<file path="src/rtl/ps2_cmd_sched.sv">
// ps2_cmd_sched: two-requester PS/2 command scheduler with ACK, resend and timeout.
// Optional macro PS2_SCHED_RX_FILTER_EN hides ACK/RESEND bytes consumed while waiting.
module ps2_cmd_sched #(
    parameter int TIMEOUT_CYC = 1000000,
    parameter int MAX_RETRY   = 3
) (
    input  logic       i_clk,
    input  logic       i_rst,
    input  logic [1:0] i_req,
    input  logic [7:0] i_cmd0,
    input  logic [7:0] i_cmd1,
    input  logic [7:0] i_arg0,
    input  logic [7:0] i_arg1,
    input  logic       i_has_arg0,
    input  logic       i_has_arg1,
    output logic [1:0] o_gnt,
    output logic [1:0] o_done,
    output logic [1:0] o_err,
    output logic       o_tx_vld,
    output logic [7:0] o_tx_dat,
    input  logic       i_tx_rdy,
    input  logic       i_rx_vld,
    input  logic [7:0] i_rx_dat,
    output logic       o_rx_vld,
    output logic [7:0] o_rx_dat,
    output logic       o_busy
);

    localparam int TW = $clog2(TIMEOUT_CYC + 1);
    localparam int RW = (MAX_RETRY < 1) ? 1 : $clog2(MAX_RETRY + 1);
    localparam logic [7:0] ACK    = 8'hFA;
    localparam logic [7:0] RESEND = 8'hFE;

    typedef enum logic [2:0] {
        IDLE,
        SEND_CMD,
        WAIT_CMD,
        SEND_ARG,
        WAIT_ARG
    } state_t;

    state_t          state;
    state_t          state_nxt;
    logic [7:0]      cmd_q;
    logic [7:0]      arg_q;
    logic            has_arg_q;
    logic            owner;
    logic            rr;
    logic [TW-1:0]   tmo_cnt;
    logic [RW-1:0]   retry;
    logic            pick;
    logic            grant;
    logic            in_wait;
    logic            is_ack;
    logic            is_nak;
    logic            tmo_hit;
    logic            retry_max;
    logic            tx_hs;
    logic            finish_ok;
    logic            finish_err;
    logic            rx_drop;

    // rr names the requester that wins a tie; the other one was granted last
    assign pick      = i_req[rr] ? rr : ~rr;
    assign grant     = (state == IDLE) && (|i_req);
    assign in_wait   = (state == WAIT_CMD) || (state == WAIT_ARG);
    assign is_ack    = in_wait && i_rx_vld && (i_rx_dat == ACK);
    assign is_nak    = in_wait && i_rx_vld && (i_rx_dat == RESEND);
    assign tmo_hit   = tmo_cnt == TW'(TIMEOUT_CYC - 1);
    assign retry_max = retry == RW'(MAX_RETRY);
    assign tx_hs     = o_tx_vld && i_tx_rdy;

`ifdef PS2_SCHED_RX_FILTER_EN
    assign rx_drop = in_wait && ((i_rx_dat == ACK) || (i_rx_dat == RESEND));
`else
    assign rx_drop = 1'b0;
`endif

    // state register
    always_ff @(posedge i_clk) begin
        if (i_rst) state <= IDLE;
        else       state <= state_nxt;
    end

    // next state; ACK is tested before timeout so it wins a tie
    always_comb begin
        state_nxt  = state;
        finish_ok  = 1'b0;
        finish_err = 1'b0;
        unique case (state)
            IDLE: begin
                if (grant) state_nxt = SEND_CMD;
            end
            SEND_CMD: begin
                if (i_tx_rdy) state_nxt = WAIT_CMD;
            end
            SEND_ARG: begin
                if (i_tx_rdy) state_nxt = WAIT_ARG;
            end
            WAIT_CMD: begin
                if (is_ack) begin
                    if (has_arg_q) begin
                        state_nxt = SEND_ARG;
                    end else begin
                        state_nxt = IDLE;
                        finish_ok = 1'b1;
                    end
                end else if (is_nak && !retry_max) begin
                    state_nxt = SEND_CMD;
                end else if (is_nak || tmo_hit) begin
                    state_nxt  = IDLE;
                    finish_err = 1'b1;
                end
            end
            WAIT_ARG: begin
                if (is_ack) begin
                    state_nxt = IDLE;
                    finish_ok = 1'b1;
                end else if (is_nak && !retry_max) begin
                    state_nxt = SEND_ARG;
                end else if (is_nak || tmo_hit) begin
                    state_nxt  = IDLE;
                    finish_err = 1'b1;
                end
            end
            default: state_nxt = IDLE;
        endcase
    end

    // transmitter and status outputs decoded from state
    always_comb begin
        o_busy   = state != IDLE;
        o_tx_vld = (state == SEND_CMD) || (state == SEND_ARG);
        o_tx_dat = 8'h00;
        if (state == SEND_CMD) o_tx_dat = cmd_q;
        if (state == SEND_ARG) o_tx_dat = arg_q;
    end

    // grant latch, retry/timeout counters and completion pulses
    always_ff @(posedge i_clk) begin
        if (i_rst) begin
            o_gnt     <= 2'b00;
            o_done    <= 2'b00;
            o_err     <= 2'b00;
            cmd_q     <= 8'h00;
            arg_q     <= 8'h00;
            has_arg_q <= 1'b0;
            owner     <= 1'b0;
            rr        <= 1'b0;
            tmo_cnt   <= '0;
            retry     <= '0;
        end else begin
            o_gnt  <= 2'b00;
            o_done <= {owner & finish_ok, ~owner & finish_ok};
            o_err  <= {owner & finish_err, ~owner & finish_err};
            if (grant) begin
                o_gnt     <= pick ? 2'b10 : 2'b01;
                owner     <= pick;
                rr        <= ~pick;
                cmd_q     <= pick ? i_cmd1 : i_cmd0;
                arg_q     <= pick ? i_arg1 : i_arg0;
                has_arg_q <= pick ? i_has_arg1 : i_has_arg0;
                retry     <= '0;
            end
            if (tx_hs || !in_wait) tmo_cnt <= '0;
            else                   tmo_cnt <= tmo_cnt + 1'b1;
            if (is_ack)                     retry <= '0;
            else if (is_nak && !retry_max)  retry <= retry + 1'b1;
        end
    end

    // receiver bytes forwarded one cycle later
    always_ff @(posedge i_clk) begin
        if (i_rst) begin
            o_rx_vld <= 1'b0;
            o_rx_dat <= 8'h00;
        end else begin
            o_rx_vld <= i_rx_vld && !rx_drop;
            if (i_rx_vld) o_rx_dat <= i_rx_dat;
        end
    end

endmodule

</file>
<file path="config.mk">
export PLATFORM = sky130hd
export DESIGN_NAME = ps2_cmd_sched
export DESIGN_NICKNAME = d
export VERILOG_FILES = /design/src/rtl/ps2_cmd_sched.sv
export SDC_FILE = /design/constraint.sdc
export NUM_CORES = 1
export LEC_CHECK = 0
export BUFFER_PORTS_ARGS = -buffer_cell sky130_fd_sc_hd__buf_2
export CORE_ASPECT_RATIO = 0.9
export CORE_MARGIN = 4
export CORE_UTILIZATION = 31
export DETAILED_ROUTE_END_ITERATION = 16
export SLEW_MARGIN = 20
export SYNTH_ARGS = -nofsm -noshare
export SYNTH_HDL_FRONTEND = slang
export SYNTH_SLANG_ARGS = --single-unit
</file>
<file path="constraint.sdc">
create_clock -name i_clk -period 1.3 [get_ports i_clk]
set_input_delay 0.13 -clock i_clk [delete_from_list [all_inputs] [get_ports i_clk]]
set_output_delay 0.13 -clock i_clk [all_outputs]
set_load 0.005 [all_outputs]
</file>
==> reports/results.ini, run 1 <==
[route]
wl_um = 7700
routed_via_density = 4.90
firstDrtPassIters = 4
drt-initial-drc-count = 79
drc = 0
wl_per_cell_um = 13.7
ant_nets = 0
vias = 2758

[power]
pwr-share-comb = 0.249
leakagePower_nw = 1.88
seqPwrFrac = 0.370
internal_power_w = 0.00412
clock_power_share = 0.381
powerDensity_nw_per_um2 = 1280
p_sw_frac = 0.269
power.switching_w = 0.00152
peakVddDrop_v = 0.000786

[die]
die_y_um = 98.8
initial_core_util = 0.324
die_w_um = 109
core-area_um2 = 8770
die_area_um2 = 10800
io-pin-count = 73
rows = 32

[outcome]
status = complete, but fails checks
failed_checks = negative setup slack

[critical_path]
arrival_ns = 1.72
endpoint_kind = flop
cp_max_fo = 5
r2r-start = state[2]
crit_path_start_kind = flop
cp-startpoint = state[2]
crit_type = reg -> reg
required_ns = 1.53

[cells_and_area]
antenna_cells = 0
nets = 489
final_cell_mix = 71 x buf_2, 52 x buf_4, 45 x dfxtp_1
fill_cells = 808
mostFrequentLayoutCell = buf_2
final_layout_size_suffix_gt1_frac = 0.525
multi_input_area_um2 = 1840
syn_to_final_growth_pct = 55.5
postLayoutCellArea_um2 = 4420
seq_area_um2 = 1210
fin_cells = 563

[timing]
whs_ns = 0.0399
rsz0062_at_grt = true
post-route-period-util = 1.15
finalSetupTns_ns = -5.31
hold_viol = 0
fin_ws_ns = -0.196
setup_violations = 46
slew_headroom = 0.834
finClkSkew_ns = 0.00872
fmax_ghz = 0.668
slew_violations = 0
tightest_slew_ns = 0.242
period_needed_ns = 1.50

[synth]
synthFlopType = dfxtp_1
synthTopCellsByArea = dfxtp_1 42%, mux2i_1 12%, nor2_1 6.3%, a211oi_1 5.8%, xor2_1 2.8%
netlist_area_um2 = 2840
synth.distinct_cells = 49
synthArstFlopShare = 0
ys_seq_elements = 59
avgSynthCellArea_um2 = 9.07
yosysWarningCount = 0
synth.top_cell.area_share = 0.416
synth_edf_count = 0
synth_nets = 363
postSynthCellCount = 313
ys_seq_area_frac = 0.416
yosysTopAreaCell = dfxtp_1

[flow_run]
maxCapViolCount = 0

[grt]
antenna_found_initial = 0
first_global_vias = 2741
track_usage = 0.147
grt_max_degree = 20
grt_pass1_wl_um = 12800
grt_overflow = 0

[placed_design]
routabilityCongestion = 0.800
placedCellCount = 536
port_buffers = 72
dp_hpwl_um = 5400
placedInstanceArea_um2 = 3730

[cts]
cts_tree = yes
cts_max_level = 3
cts_root_buf = clkbuf_8
clk_path_buf_depth = 2
clk_latency_ns = 0.34
cts.sinks = 59
cts_hold_buf = 0
cts_inserted_buffers = 9
clkTransAtPathRegs_ns = 0.07

[worst_hold_path]
hp-class = in -> reg
hold_path.startpoint = i_rx_dat[6]

## state kept, by name, summed over array words and instances (netlist names), 2 cells and up
name / count
o_rx_dat: 8
state: 3
arg_q: 8
tmo_cnt: 20
retry: 2
o_done: 2
cmd_q: 8
o_gnt: 2
o_err: 2
## metrics by stage
| step | worst slack, ns | total power [W] | util |
|---|---|---|---|
| 2_1_floorplan | -0.166 | 0.00280 | - |
| 3_5_place_dp | -0.208 | 0.00322 | 0.426 |
| 3_3_place_gp | -0.185 | 0.00320 | 0.426 |
| 5_1_grt | -0.242 | 0.00592 | 0.504 |
| 4_1_cts | -0.187 | 0.00560 | 0.488 |
| 6_report | -0.196 | 0.00564 | 0.504 |
## critical path, cell delays in order (launching register included)
cell	delay, ns
dfxtp_4	0.35
or3_4	0.43
nor2_4	0.18
buf_12	0.14
nor3_2	0.03
o221a_2	0.25
## final timing paths
| check | slack (ns) | cells after the start | end |
|---|---|---|---|
| min | 0.04 | 3 | o_rx_dat[6] |
| max | -0.20 | 5 | retry[1] |
| max reg2reg | -0.20 | 5 | retry[1] |
| min reg2reg | 0.43 | 1 | tmo_cnt[0] |
## power groups by stage
stage | registers [W] | clock network (W) | logic, W
3_3_place_gp | 0.00210 | 0 | 0.00110
4_1_cts | 0.00208 | 0.00219 | 0.00133
2_1_floorplan | 0.00208 | 0 | 0.000712
5_1_grt | 0.00211 | 0.00228 | 0.00153
6_report | 0.00209 | 0.00215 | 0.00141
3_5_place_dp | 0.00210 | 0 | 0.00111
## final cells by class
class | instances | share of cell area
inverter | 10 | 0.00907
clock inverter | 4 | 0.0215
multi-input combinational | 226 | 0.417
clock buffer | 12 | 0.0374
timing repair buffer | 133 | 0.207
sequential | 59 | 0.274
tap | 119 | 0.0337
## metal layers
layer  track usage  share of wire
met1         0.174           0.42
met4        0.0456          0.018
met5             0              0
met3        0.0419          0.031
met2         0.254           0.53
## Yosys cell counts, types with 2 or more instances
| cell type | instances |
|---|---|
| nor4_1 | 3 |
| ha_1 | 2 |
| mux2i_1 | 34 |
| a211oi_1 | 22 |
| buf_2 | 5 |
| and4_1 | 3 |
| o31a_1 | 2 |
| nand4_1 | 7 |
| nor2b_1 | 2 |
| nor2_1 | 48 |
| or4_1 | 2 |
| xor2_1 | 9 |
| clkbuf_1 | 8 |
| o31ai_1 | 2 |
| o21ai_0 | 9 |
| buf_4 | 2 |
| nor3_1 | 2 |
| o21a_1 | 2 |
| dfxtp_1 | 59 |
| and2_1 | 4 |
| a21oi_1 | 10 |
| buf_6 | 4 |
| nand2_1 | 14 |
| nand3_1 | 9 |
| a221oi_1 | 2 |
| inv_1 | 10 |
| nor4bb_1 | 2 |
| a31oi_1 | 2 |
| nand2b_1 | 2 |
| or2_2 | 2 |
| and3_1 | 7 |
| or3_1 | 5 |
## logic make-up (layout without fill, tap and decap cells)
group / count (synthesis) / count (layout) / share of synthesized area
AO/OA/AOI/OAI: 58 / 58 / 0.143
adder cells (fa/ha/maj): 2 / 2 / 0.00881
buffers and inverters: 29 / 159 / 0.0537
flip-flops: 59 / 59 / 0.416
XOR/XNOR: 10 / 10 / 0.0308
AND/OR/NAND/NOR: 121 / 122 / 0.228
multiplexers: 34 / 34 / 0.120
## repair_timing
action | CTS | global route
gates cloned | 1 | 1
endpoints found under the setup margin | 49 | 49
pin swaps | 21 | 18
buffers inserted | 5 | 4
gates resized for setup | 62 | 22
No activity file was read; power rests on OpenSTA's default activity.
==> inputs of run 2 (changes only) <==
--- a/config.mk
+++ b/config.mk
@@ -10,6 +10,7 @@
 export CORE_MARGIN = 4
 export CORE_UTILIZATION = 31
 export DETAILED_ROUTE_END_ITERATION = 16
+export RECOVER_POWER = 100
 export SLEW_MARGIN = 20
 export SYNTH_ARGS = -nofsm -noshare
 export SYNTH_HDL_FRONTEND = slang
==> run 2 against run 1 <==
Compared with the run above: the flow still finishes with violations (negative setup slack); non-clock buffer count did not move; clock skew about the same; core utilization fell by 0.14 points; via count shrank 0.51%; total power about the same; largest power group unchanged; final area fell by 0.28%; die area stayed put; final cell count is the same.
==> reports/results.ini, run 2 (synthesized netlist as in run 1, its figures left out) <==
[critical_path]
crit_path_start_kind = flop
regToRegSetupSlack_ns = -0.20  ; about the same
crit_type = reg -> reg
endpoint_kind = flop
required_ns = 1.53  ; about the same
cp_max_fo = 5  ; unchanged
arrival_ns = 1.72  ; about the same

[timing]
whs_ns = 0.0368  ; -0.00310 ns
tightest_slew_ns = 0.763  ; +0.521 ns
post-route-period-util = 1.15  ; about the same
rsz0062_at_grt = true
period_needed_ns = 1.50  ; +0.000417 ns
slew_violations = 0  ; unchanged
fin_ws_ns = -0.197  ; -0.000417 ns
hold_viol = 0  ; unchanged
setup_violations = 46  ; unchanged
fmax_ghz = 0.668  ; about the same
slew_headroom = 0.491  ; -0.343
finClkSkew_ns = 0.00877  ; +0.0000554 ns

[power]
powerDensity_nw_per_um2 = 1280  ; +0.34%
peakVddDrop_v = 0.000782  ; -0.39%
total_power_w = 0.00564  ; about the same
leakagePower_nw = 1.85  ; -1.6%

[die]
die_area_um2 = 10800  ; unchanged
core-area_um2 = 8770  ; unchanged
rows = 32  ; unchanged
initial_core_util = 0.324  ; unchanged
die_w_um = 109  ; unchanged
die_y_um = 98.8  ; unchanged
io-pin-count = 73  ; unchanged

[route]
vias = 2744  ; -0.51%
drt-initial-drc-count = 96  ; +22%
wl_per_cell_um = 13.7  ; about the same
ant_nets = 0  ; unchanged
drc = 0  ; unchanged
wl_um = 7710  ; about the same
firstDrtPassIters = 4  ; unchanged
routed_via_density = 4.87  ; -0.51%

[grt]
grt_pass1_wl_um = 12800  ; unchanged
track_usage = 0.147  ; unchanged
first_global_vias = 2741  ; unchanged
antenna_found_initial = 0  ; unchanged
grt_overflow = 0  ; unchanged
grt_max_degree = 20  ; unchanged

[cells_and_area]
multi_input_area_um2 = 1840  ; unchanged
final_layout_size_suffix_gt1_frac = 0.507  ; -0.0180
fill_cells = 810  ; +0.25%
nets = 489  ; unchanged
postLayoutCellArea_um2 = 4400  ; -0.28%
fin_cells = 563  ; unchanged
regMostFlops = tmo_cnt
seq_area_um2 = 1210  ; unchanged
syn_to_final_growth_pct = 55.1
largest_reg_flops = 20  ; unchanged
final_cell_mix = 64 x buf_2, 51 x buf_4, 45 x dfxtp_1
antenna_cells = 0  ; unchanged
mostFrequentLayoutCell = buf_2

[placed_design]
placedInstanceArea_um2 = 3730  ; unchanged
routabilityCongestion = 0.800  ; unchanged
dp_hpwl_um = 5400  ; unchanged
preCtsSetupSlack_ns = -0.208  ; unchanged
port_buffers = 72  ; unchanged
placedCellCount = 536  ; unchanged

[cts]
cts_max_level = 3  ; unchanged
cts_root_buf = clkbuf_8
clkTransAtPathRegs_ns = 0.07  ; about the same
clk_path_buf_depth = 2  ; unchanged
cts.sinks = 59  ; unchanged
cts_hold_buf = 0  ; unchanged
cts_tree = yes
cts_inserted_buffers = 9  ; unchanged
clk_latency_ns = 0.34  ; about the same

[outcome]
failed_checks = negative setup slack
status = complete, but fails checks

[worst_hold_path]
hp-class = in -> reg

[flow_run]
maxCapViolCount = 0  ; unchanged

[run 2: repair_timing]
item / 4_1_cts / 5_1_grt
hold endpoints to repair: 0 / 0
endpoints found under the setup margin: 49 / 49
buffers inserted: 5 / 4
pin swaps: 21 / 18
resized for setup: 62 / 22
cloned: 1 / 1
[run 2: worst paths after layout]
| kind | depth (start not counted) | to | startpoint |
|---|---|---|---|
| worst min register to register | 1 | tmo_cnt[0] | tmo_cnt[0] |
| worst max-delay path | 5 | retry[1] | state[2] |
| worst max register to register | 5 | retry[1] | state[2] |
| worst min-delay path | 3 | o_rx_dat[6] | i_rx_dat[6] |
[run 2: report_power, final]
group | leakage (nW) | internal, W | switching, W
sequential | 0.491 | 0.00196 | 0.000121
clock | 0.133 | 0.00143 | 0.000726
combinational | 1.23 | 0.000722 | 0.000680
total | 1.85 | 0.00411 | 0.00153
[run 2: worst max-delay path, stage by stage (launching register included)]
cell,delay [ns]
dfxtp_4,0.35
or3_4,0.43
nor2_4,0.18
buf_12,0.14
nor3_2,0.03
o221a_2,0.25
[run 2: final cells by class]
type / instances / area share
Clock buffer: 12 / 0.0375
Inverter: 10 / 0.00909
Clock inverter: 4 / 0.0216
Multi-Input combinational cell: 226 / 0.418
Tap cell: 119 / 0.0338
Sequential cell: 59 / 0.275
Timing Repair Buffer: 133 / 0.205
[run 2: per-stage QoR]
stage | TNS [ns] | util
after floorplan | -3.32 | -
after global placement | -4.20 | 0.426
after detailed placement | -5.03 | 0.426
after CTS | -5.21 | 0.488
after global routing | -8.36 | 0.502
final | -5.45 | 0.502
[run 2: layer usage]
metal	part of all wire	up-vias	track usage
li1	-	1385	-
met2	0.53	36	0.254
met1	0.42	1312	0.174
met5	0	-	0
met3	0.028	11	0.0419
met4	0.015	0	0.0456
